[src/rtl/mux_rr_arbiter_pkg.sv]
// -----------------------------------------------------------------------------
// mux_pkg
// Shared types and helpers for the round-robin mux arbiter.
//   state_t      : arbiter FSM states (IDLE, GRANT)
//   MUX_S_DEF    : default select width, MUX_R_DEF = 2**MUX_S_DEF requesters
//   MUX_S_MAX    : largest select width the onehot() helper supports
//   onehot(idx)  : returns a MUX_R_MAX-bit one-hot vector; callers truncate to R
// -----------------------------------------------------------------------------
package mux_pkg;

    typedef enum logic {
        IDLE  = 1'b0,
        GRANT = 1'b1
    } state_t;

    localparam int MUX_S_DEF = 2;
    localparam int MUX_R_DEF = 2 ** MUX_S_DEF;

    // The helper cannot see a module parameter, so it works at the widest
    // supported size and the caller keeps the low R bits.
    localparam int MUX_S_MAX = 6;
    localparam int MUX_R_MAX = 2 ** MUX_S_MAX;

    function automatic logic [MUX_R_MAX-1:0] onehot(input logic [MUX_S_MAX-1:0] idx);
        return MUX_R_MAX'(1) << idx;
    endfunction

endpackage

[src/rtl/mux_rr_arbiter_if.sv]
// -----------------------------------------------------------------------------
// mux_rr_arbiter_if
// Requester-side bundle of the round-robin mux arbiter.
//   req     : R-bit request vector (requesters -> arbiter)
//   done    : owner releases the bus (requesters -> arbiter)
//   grant   : one-hot grant, zero when idle (arbiter -> requesters)
//   select  : binary owner index (arbiter -> mux)
//   valid   : grant/select designate an owner
//   timeout : one-cycle pulse on a forced release
// Modports: master = requester side, slave = arbiter side.
// -----------------------------------------------------------------------------
interface mux_rr_arbiter_if #(
    parameter int S = 2
);
    localparam int R = 2 ** S;

    logic [R-1:0] req;
    logic         done;
    logic [R-1:0] grant;
    logic [S-1:0] select;
    logic         valid;
    logic         timeout;

    modport master (
        output req, done,
        input  grant, select, valid, timeout
    );

    modport slave (
        input  req, done,
        output grant, select, valid, timeout
    );

endinterface

[src/rtl/mux_rr_arbiter_rr_pick.sv]
// -----------------------------------------------------------------------------
// rr_pick
// Combinational round-robin winner selection.
//   i_req : R-bit request vector
//   i_ptr : index with highest priority this round
//   o_any : at least one request present
//   o_idx : first requester at or above i_ptr, wrapping R-1 -> 0
// Rotates req right by ptr, priority-encodes the lowest set bit, then adds
// ptr back; the S-bit add gives the modulo-R wrap for free.
// -----------------------------------------------------------------------------
module rr_pick #(
    parameter int S = 2
) (
    input  logic [2**S-1:0] i_req,
    input  logic [S-1:0]    i_ptr,
    output logic            o_any,
    output logic [S-1:0]    o_idx
);
    localparam int R = 2 ** S;

    logic [R-1:0] w_rot;
    logic [S-1:0] w_enc;

    // w_rot[i] = i_req[(i + ptr) mod R]; the index sum is S bits wide so it wraps.
    always_comb begin
        w_rot = '0;
        for (int i = 0; i < R; i++) begin
            w_rot[i] = i_req[S'(i) + i_ptr];
        end
    end

    // Lowest set bit wins: scan downward so the last hit is the smallest index.
    always_comb begin
        w_enc = '0;
        for (int i = R - 1; i >= 0; i--) begin
            if (w_rot[i]) begin
                w_enc = S'(i);
            end
        end
    end

    assign o_any = |i_req;
    assign o_idx = w_enc + i_ptr;

endmodule

[src/rtl/mux_rr_arbiter.sv]
// -----------------------------------------------------------------------------
// mux_rr_arbiter
// Round-robin arbiter driving the select input of a 2**S-way bus mux.
// A grant is held until the owner raises done or drops its request; every
// release is followed by one IDLE cycle before the next arbitration.
//   clk : rising-edge clock
//   rst : asynchronous active-high reset
//   bus : mux_rr_arbiter_if.slave (req, done in; grant, select, valid, timeout out)
// Parameters: S (select width), MAX_HOLD (grant cycle limit, timeout build only).
// Build option: define ARB_TIMEOUT_EN to force a release after MAX_HOLD grant
// cycles and pulse timeout; otherwise timeout is tied low and grants are held
// indefinitely.
// -----------------------------------------------------------------------------
module mux_rr_arbiter
    import mux_pkg::*;
#(
    parameter int S        = MUX_S_DEF,
    parameter int MAX_HOLD = 15
) (
    input  logic               clk,
    input  logic               rst,
    mux_rr_arbiter_if.slave    bus
);
    localparam int R = 2 ** S;

    if (MAX_HOLD < 1) begin : g_bad_hold
        $error("mux_rr_arbiter: MAX_HOLD must be >= 1");
    end
    if (S > MUX_S_MAX) begin : g_bad_s
        $error("mux_rr_arbiter: S exceeds MUX_S_MAX");
    end

    state_t       r_state, w_state_nxt;
    logic [R-1:0] r_grant, w_grant_nxt;
    logic [S-1:0] r_select, w_select_nxt;
    logic         r_valid, w_valid_nxt;
    logic [S-1:0] r_ptr, w_ptr_nxt;

    logic         w_any;
    logic [S-1:0] w_idx;
    logic         w_release;

`ifdef ARB_TIMEOUT_EN
    localparam int HW = $clog2(MAX_HOLD + 1);
    logic [HW-1:0] r_hold, w_hold_nxt;
    logic          r_timeout, w_timeout_nxt;
`endif

    rr_pick #(.S(S)) u_pick (
        .i_req (bus.req),
        .i_ptr (r_ptr),
        .o_any (w_any),
        .o_idx (w_idx)
    );

    assign w_release = bus.done | ~bus.req[r_select];

    always_comb begin
        w_state_nxt  = r_state;
        w_grant_nxt  = r_grant;
        w_select_nxt = r_select;
        w_valid_nxt  = r_valid;
        w_ptr_nxt    = r_ptr;
`ifdef ARB_TIMEOUT_EN
        w_hold_nxt    = r_hold;
        w_timeout_nxt = 1'b0;
`endif
        case (r_state)
            IDLE: begin
                if (w_any) begin
                    w_state_nxt  = GRANT;
                    w_grant_nxt  = R'(onehot(MUX_S_MAX'(w_idx)));
                    w_select_nxt = w_idx;
                    w_valid_nxt  = 1'b1;
`ifdef ARB_TIMEOUT_EN
                    w_hold_nxt   = '0;
`endif
                end
            end
            GRANT: begin
                // A normal release outranks the timeout in the same cycle.
                if (w_release) begin
                    w_state_nxt = IDLE;
                    w_grant_nxt = '0;
                    w_valid_nxt = 1'b0;
                    w_ptr_nxt   = r_select + 1'b1;
                end
`ifdef ARB_TIMEOUT_EN
                // Counter holds completed grant cycles; this cycle is the
                // MAX_HOLD-th, so the grant has been visible MAX_HOLD cycles.
                else if (r_hold == HW'(MAX_HOLD - 1)) begin
                    w_state_nxt   = IDLE;
                    w_grant_nxt   = '0;
                    w_valid_nxt   = 1'b0;
                    w_ptr_nxt     = r_select + 1'b1;
                    w_timeout_nxt = 1'b1;
                end else begin
                    w_hold_nxt = r_hold + 1'b1;
                end
`endif
            end
            default: begin
                w_state_nxt = IDLE;
                w_grant_nxt = '0;
                w_valid_nxt = 1'b0;
            end
        endcase
    end

    always_ff @(posedge clk or posedge rst) begin
        if (rst) begin
            r_state  <= IDLE;
            r_grant  <= '0;
            r_select <= '0;
            r_valid  <= 1'b0;
            r_ptr    <= '0;
        end else begin
            r_state  <= w_state_nxt;
            r_grant  <= w_grant_nxt;
            r_select <= w_select_nxt;
            r_valid  <= w_valid_nxt;
            r_ptr    <= w_ptr_nxt;
        end
    end

`ifdef ARB_TIMEOUT_EN
    always_ff @(posedge clk or posedge rst) begin
        if (rst) begin
            r_hold    <= '0;
            r_timeout <= 1'b0;
        end else begin
            r_hold    <= w_hold_nxt;
            r_timeout <= w_timeout_nxt;
        end
    end
    assign bus.timeout = r_timeout;
`else
    assign bus.timeout = 1'b0;
`endif

    assign bus.grant  = r_grant;
    assign bus.select = r_select;
    assign bus.valid  = r_valid;

endmodule

[src/flat_wrapper.sv]
// flat-port wrapper written by rule: the top's interface ports become plain ports
module mux_rr_arbiter_flat import mux_pkg::*;
#(
    parameter int S        = MUX_S_DEF,
    parameter int MAX_HOLD = 15
)
  (clk, rst, bus_req, bus_done, bus_grant, bus_select, bus_valid, bus_timeout);
  mux_rr_arbiter_if #(.S(S)) bus_i ();
  input  logic clk;
  input  logic rst;
  input wire logic [$bits(bus_i.req)-1:0] bus_req;
  input wire logic [$bits(bus_i.done)-1:0] bus_done;
  output wire logic [$bits(bus_i.grant)-1:0] bus_grant;
  output wire logic [$bits(bus_i.select)-1:0] bus_select;
  output wire logic [$bits(bus_i.valid)-1:0] bus_valid;
  output wire logic [$bits(bus_i.timeout)-1:0] bus_timeout;
  assign bus_i.req = bus_req;
  assign bus_i.done = bus_done;
  assign bus_grant = bus_i.grant;
  assign bus_select = bus_i.select;
  assign bus_valid = bus_i.valid;
  assign bus_timeout = bus_i.timeout;
  mux_rr_arbiter #(.S(S), .MAX_HOLD(MAX_HOLD)) u_core (.clk(clk), .rst(rst), .bus(bus_i));
endmodule
[config.mk]
export PLATFORM = sky130hd
export DESIGN_NAME = mux_rr_arbiter_flat
export DESIGN_NICKNAME = d
export VERILOG_FILES = /design/src/rtl/mux_rr_arbiter_pkg.sv /design/src/rtl/mux_rr_arbiter_if.sv /design/src/rtl/mux_rr_arbiter_rr_pick.sv /design/src/rtl/mux_rr_arbiter.sv /design/src/flat_wrapper.sv
export SDC_FILE = /design/constraint.sdc
export NUM_CORES = 1
export LEC_CHECK = 0
export BUFFER_PORTS_ARGS = -buffer_cell sky130_fd_sc_hd__buf_2
export CORE_AREA = 2 2 39 41
export CTS_BUF_LIST = sky130_fd_sc_hd__clkbuf_8
export DETAILED_ROUTE_END_ITERATION = 6
export DIE_AREA = 0 0 41 43
export PLACE_DENSITY = 0.73
export SLEW_MARGIN = 10
export SYNTH_ARGS = -nofsm -noshare
export SYNTH_HDL_FRONTEND = slang
export SYNTH_SLANG_ARGS = --single-unit
[constraint.sdc]
create_clock -name clk -period 5.84 [get_ports clk]
set_clock_uncertainty 0.1 [all_clocks]
set_input_delay 0 -clock clk [delete_from_list [all_inputs] [get_ports clk]]
set_output_delay 0 -clock clk [all_outputs]
set_load 0.05 [all_outputs]
==> results.yml, run 1 <==
power:
  powerDensity_nw_per_um2: 644
  peakVddDrop_mv: 0.340
  p_leak_nw: 0.365
logic_synthesis:
  synthCells: 69
  synth.top_cells.by_area: "dfrtp_1, buf_6, nand2_1"
  synth_area_leader_cell: "dfrtp_1"
  syn_nets: 77
  yosysMostFrequentCell: "dfrtp_1"
  synth_top_area_share: 0.368
  synth_flop_cell: "dfrtp_1"
  ys_types: 31
  synth-seq-cells: 10
  syn_area_um2: 679
  yosysWarningCount: 0
  ys_async_sr_fraction: 1.00
  ys_seq_area_frac: 0.368
  synth_common_cells: "dfrtp_1, nand2_1, nor2_1"
  synth-edff-count: 0
  syn_avg_cell_area_um2: 9.85
die:
  core_area_um2: 1380
  top_level_ports: 15
  dieArea_um2: 1760
  placementRows: 14
  dieHeight_um: 43
  die_w_um: 41
  start_util: 0.491
global_routing:
  grt_pass1_vias: 484
  grt_start_max_net_pins: 12
  groute.usage.overall: 0.177
  grt_pass1_wl_um: 2120
  grt_overflow: 0
  antenna_found_initial: 0
setup_path:
  max_stage_delay_ps: 490
  path_buf_inv: 0
  critical_path_required_ps: 5860
  critPathTopFamily: "compound AO/OA/AOI/OAI gates"
  worstPathCellList: "nor2b_4 -> a221oi_1 -> o21ai_0 -> ha_1 -> xnor2_1 -> xnor2_4 -> a32o_2"
  crit_type: "flip-flop to flip-flop"
  cp_max_fo: 11
  end_kind: "flip-flop"
  slowest_stage: "dfrtp_1"
  critPathLaunchType: "flip-flop"
  worstPathArrival_ps: 2200
status:
  status: "complete, no violations"
routing:
  via_per_inst: 5.46
  drc: 0
  wl_per_cell_um: 13.2
  first_pass_iters: 5
  drt_iter0_drc: 8
  vias: 530
  detail-route-antenna-nets: 0
  wl_um: 1280
clock_network:
  clk_latency_ps: 240
  cts.sinks: 10
  clk_pin_slew_ps: 50
  cts_buffers: 3
  cts_buffer_depth: 2
  cts_tree: "done"
  h-tree-depth: 1
  ctsResizeCount: 0
  cts_root_buf: "clkbuf_8"
placed_design:
  hpwl_um: 918
  portBuffers: 13
  place.gp.congestion: 0.719
  dpl.cell_count: 92
sta:
  slew_violations: 0
  finalHoldViolCount: 0
  rsz0062_at_grt: "false"
  min_period_ps: 2180
  fmax_mhz: 459
  fin_setup_tns_ps: 0
  setup_viol: 0
  period_share: 0.373
final_layout:
  drive_gt1_frac: 0.333
  layout.cells.non_filler: 97
  antenna_cells: 0
  syn2layout_area_growth_pct: 13.8
  final_nets: 90
hold_path:
  hold_path.class: "input pin to flip-flop"
run:
  maxCapViolCount: 0
-- stage by stage --
stage	cell area [µm²]	utilization	worst slack (ps)	hold WS (ps)	total power, mW
2_1_floorplan	679	-	3800	-260	0.377
3_3_place_gp	708	0.512	3720	-114	0.409
3_5_place_dp	708	0.512	3670	-106	0.412
4_1_cts	773	0.559	3650	67.4	0.502
5_1_grt	773	0.559	3470	97.9	0.533
6_report	773	0.559	3660	58.0	0.498
-- final cells by class --
| cell class | count | area [µm²] |
|---|---|---|
| Fill cell | 135 | 611 |
| Multi-Input combinational cell | 49 | 358 |
| Sequential cell | 10 | 250 |
| Timing Repair Buffer | 14 | 75.1 |
| Clock buffer | 4 | 55.1 |
| Tap cell | 16 | 20.0 |
| Inverter | 4 | 15.0 |
-- registers in the layout, summed over array words and instances, names as in the netlist --
register	count
u_core.bus.grant	4
u_core.bus.select	2
u_core.bus.valid	1
u_core.r_ptr	2
u_core.r_state	1
-- routing by layer --
layer / part of all wire / GRT usage / vias to the layer above
li1: - / - / 262
met1: 0.45 / 0.247 / 253
met2: 0.50 / 0.259 / 13
met3: 0.038 / 0.0157 / 2
met4: 0.011 / 0.100 / 0
met5: 0 / 0 / -
-- worst reg2reg max path, delay by kind of cell, from the launching register on --
kind	cells	cell delay, ps
AO/OA/AOI/OAI	3	610
flip-flops	1	490
XOR/XNOR	2	490
AND/OR/NAND/NOR	1	180
adder cells (fa/ha/maj)	1	200
-- cell usage in the layout, fill, tap and decap left out, types with 2 or more instances in the layout --
| cell type | count |
|---|---|
| dfrtp_1 | 10 |
| nand2_1 | 8 |
| xnor2_1 | 2 |
| buf_2 | 13 |
| nand3_1 | 3 |
| inv_1 | 4 |
| o21a_1 | 2 |
| nor2_1 | 8 |
| nor4_1 | 2 |
| clkbuf_8 | 4 |
| o21ai_0 | 5 |
-- worst paths after layout --
kind	from	end	slack (ps)	depth (start not counted)
worst min-delay path	bus_done	u_core.r_state	60	3
worst max register to register	u_core.r_ptr[0]	u_core.bus.grant[0]	3660	7
min in group asynchronous	rst	u_core.r_state	190	3
max in group asynchronous	rst	u_core.bus.select[0]	5180	3
worst min register to register	u_core.bus.valid	u_core.bus.valid	380	2
worst max-delay path	u_core.r_ptr[0]	u_core.bus.grant[0]	3660	7
-- cell families (layout without fill, tap and decap cells) --
group	Yosys count	in the layout	synth area share
DFF	10	10	0.368
AOI/OAI and AO/OA	17	17	0.199
and+or+nand+nor	26	26	0.204
buffers and inverters	10	22	0.105
adders and majority gates	1	1	0.0184
muxes	1	1	0.0331
xor gates and xnor gates	3	3	0.0663
other	1	1	0.00552
-- timing repair --
| item | in CTS | in global routing |
|---|---|---|
| setup buffers | 0 | 0 |
| hold buffers | 1 | 0 |
| hold endpoints to repair | 10 | 0 |
-- where the power goes --
group | switching (mW) | leakage [nW] | internal (mW)
logic | 0.165 | 0.212 | 0.109
registers | 0.0384 | 0.125 | 0.0999
clock network | 0.0265 | 0.0288 | 0.0592
Note: power is estimated with default switching activity, not from simulation.
==> run 2: changes to the inputs <==
--- a/config.mk
+++ b/config.mk
@@ -5,12 +5,12 @@
 export SDC_FILE = /design/constraint.sdc
 export NUM_CORES = 1
 export LEC_CHECK = 0
+export ABC_AREA = 1
 export BUFFER_PORTS_ARGS = -buffer_cell sky130_fd_sc_hd__buf_2
-export CORE_AREA = 2 2 39 41
+export CORE_UTILIZATION = 55
 export CTS_BUF_LIST = sky130_fd_sc_hd__clkbuf_8
 export DETAILED_ROUTE_END_ITERATION = 6
-export DIE_AREA = 0 0 41 43
-export PLACE_DENSITY = 0.73
+export PLACE_DENSITY = 0.77
 export SLEW_MARGIN = 10
 export SYNTH_ARGS = -nofsm -noshare
 export SYNTH_HDL_FRONTEND = slang
==> constraint.sdc (replaced) <==
create_clock -name clk -period 2.11 [get_ports clk]
set_clock_uncertainty 0.1 [all_clocks]
set_input_delay 0 -clock clk [delete_from_list [all_inputs] [get_ports clk]]
set_output_delay 0 -clock clk [all_outputs]
set_load 0.05 [all_outputs]
==> results.yml, run 2 <==
sta:
  finalWorstSetupSlack_ps: 66.3
  min_period_ps: 2040
  period_share: 0.969
  setup_viol: 0
  fmax_mhz: 489
  finalHoldViolCount: 0
  whs_ps: 186
  slew_violations: 0
  rsz0062_at_grt: "true"
  fin_setup_tns_ps: 0
final_layout:
  final_nets: 140
  syn2layout_area_growth_pct: 33.0
  mostFrequentLayoutCells: "nand2_1, nand2_2, buf_2"
  antenna_cells: 0
  postLayoutCellArea_um2: 1020
  largest_reg_flops: 4
  nFillCells: 88
  drive_gt1_frac: 0.435
  final_common_cell: "nand2_1"
logic_synthesis:
  synth.top_cells.by_area: "dfrtp_1, nand2_1, nand2_2"
  syn_nets: 117
  yosysMostFrequentCell: "nand2_1"
  synth_common_cells: "nand2_1, nand2_2, inv_1"
  synth-seq-cells: 10
  ys_seq_area_frac: 0.326
  synth_top_area_share: 0.326
  ys_async_sr_fraction: 1.00
  syn_avg_cell_area_um2: 7.04
  synth-edff-count: 0
  synth_area_leader_cell: "dfrtp_1"
  synthCells: 109
  ys_types: 21
  synth_flop_cell: "dfrtp_1"
  syn_area_um2: 767
  yosysWarningCount: 0
global_routing:
  grt_start_max_net_pins: 12
  groute.usage.overall: 0.255
  grt_pass1_wl_um: 2640
  grt_pass1_vias: 622
  grt_overflow: 0
  antenna_found_initial: 0
routing:
  first_pass_iters: 4
  detail-route-antenna-nets: 0
  via_per_inst: 5.05
  drc: 0
  drt_iter0_drc: 15
  wl_um: 1870
  wl_per_cell_um: 12.8
  vias: 738
clock_network:
  cts.sinks: 10
  clk_latency_ps: 240
  cts_root_buf: "clkbuf_8"
  clk_pin_slew_ps: 50
  cts_tree: "done"
  h-tree-depth: 1
  cts_buffer_depth: 2
  cts_buffers: 3
setup_path:
  cp_max_fo: 8
  end_kind: "flip-flop"
  worstPathArrival_ps: 2070
  critPathLaunchType: "flip-flop"
  crit_type: "flip-flop to flip-flop"
  critical_path_required_ps: 2130
die:
  top_level_ports: 15
  start_util: 0.589
  dieArea_um2: 1550
  die_w_um: 39.3
  placementRows: 13
  dieHeight_um: 39.3
  core_area_um2: 1300
placed_design:
  pre_cts_slack_ps: 40.9
  portBuffers: 13
  hpwl_um: 1120
  placed_area_um2: 851
  place.gp.congestion: 0.837
run:
  maxCapViolCount: 0
hold_path:
  hold_path.class: "input pin to async pin"
status:
  status: "complete, no violations"
==> run 2: cell families after synthesis <==
group / after synthesis / share of synthesized area
compound gates: 9 / 0.0604
xor+xnor: 2 / 0.0228
fa+ha+maj: 1 / 0.0163
buf+inv: 17 / 0.129
flops: 10 / 0.326
other cells: 1 / 0.00489
simple gates: 69 / 0.440
==> run 2: timing repair <==
item                                    4_1_cts  5_1_grt
endpoints found under the hold margin        11        0
resized for setup                             0       19
endpoints found under the setup margin        0        6
buffers inserted                              0        2
hold buffers                                  2        0
==> run 2: final timing paths <==
check	startpoint	endpoint	slack, ps	cells past startpoint
min	rst	u_core.r_state	190	3
max reg2reg	u_core.r_ptr[0]	u_core.bus.grant[2]	70	15
min reg2reg	u_core.bus.grant[1]	u_core.bus.grant[1]	400	2
max in group asynchronous	rst	u_core.r_ptr[0]	1440	3
min in group clk	bus_req[3]	u_core.r_state	200	5
max	u_core.r_ptr[0]	u_core.bus.grant[2]	70	15
==> run 2: critical path, cell delays in order (launching register included) <==
cell and delay, ps:
dfrtp_2 380, buf_12 140, clkinv_8 70, nand2_4 70, nand2_2 40, nand2_1 60
nand2_1 70, a31oi_1 170, nor2_1 70, ha_2 190, xor2_2 170, buf_4 140
nand2_4 70, nand2_4 60, nand2_2 70, nand2_2 50
==> run 2: per-layer routing <==
metal  global-route usage  share of wire  up-vias
met3               0.0341          0.030        5
met1                0.346           0.43      330
li1                     -              -      380
met5                    0              0        -
met4               0.0776          0.012        0
met2                0.417           0.52       23
==> run 2: final cells by class <==
type	count	area, µm²	area share
multi-input combinational	82	480	0.471
inverter	13	66.3	0.0650
clock buffer	4	55.1	0.0540
timing repair buffer	22	148	0.145
tap	15	18.8	0.0184
sequential	10	251	0.247
==> run 2: per-stage QoR <==
stage          instances  utilization
2_1_floorplan        109            -
3_3_place_gp         138        0.654
3_5_place_dp         138        0.654
4_1_cts              144        0.712
5_1_grt              146        0.784
6_report             146        0.784
Power of run 2 is left out: the tool's default activity adds up to more than one toggle a clock period on the data nets, which glitch-free logic cannot reach.
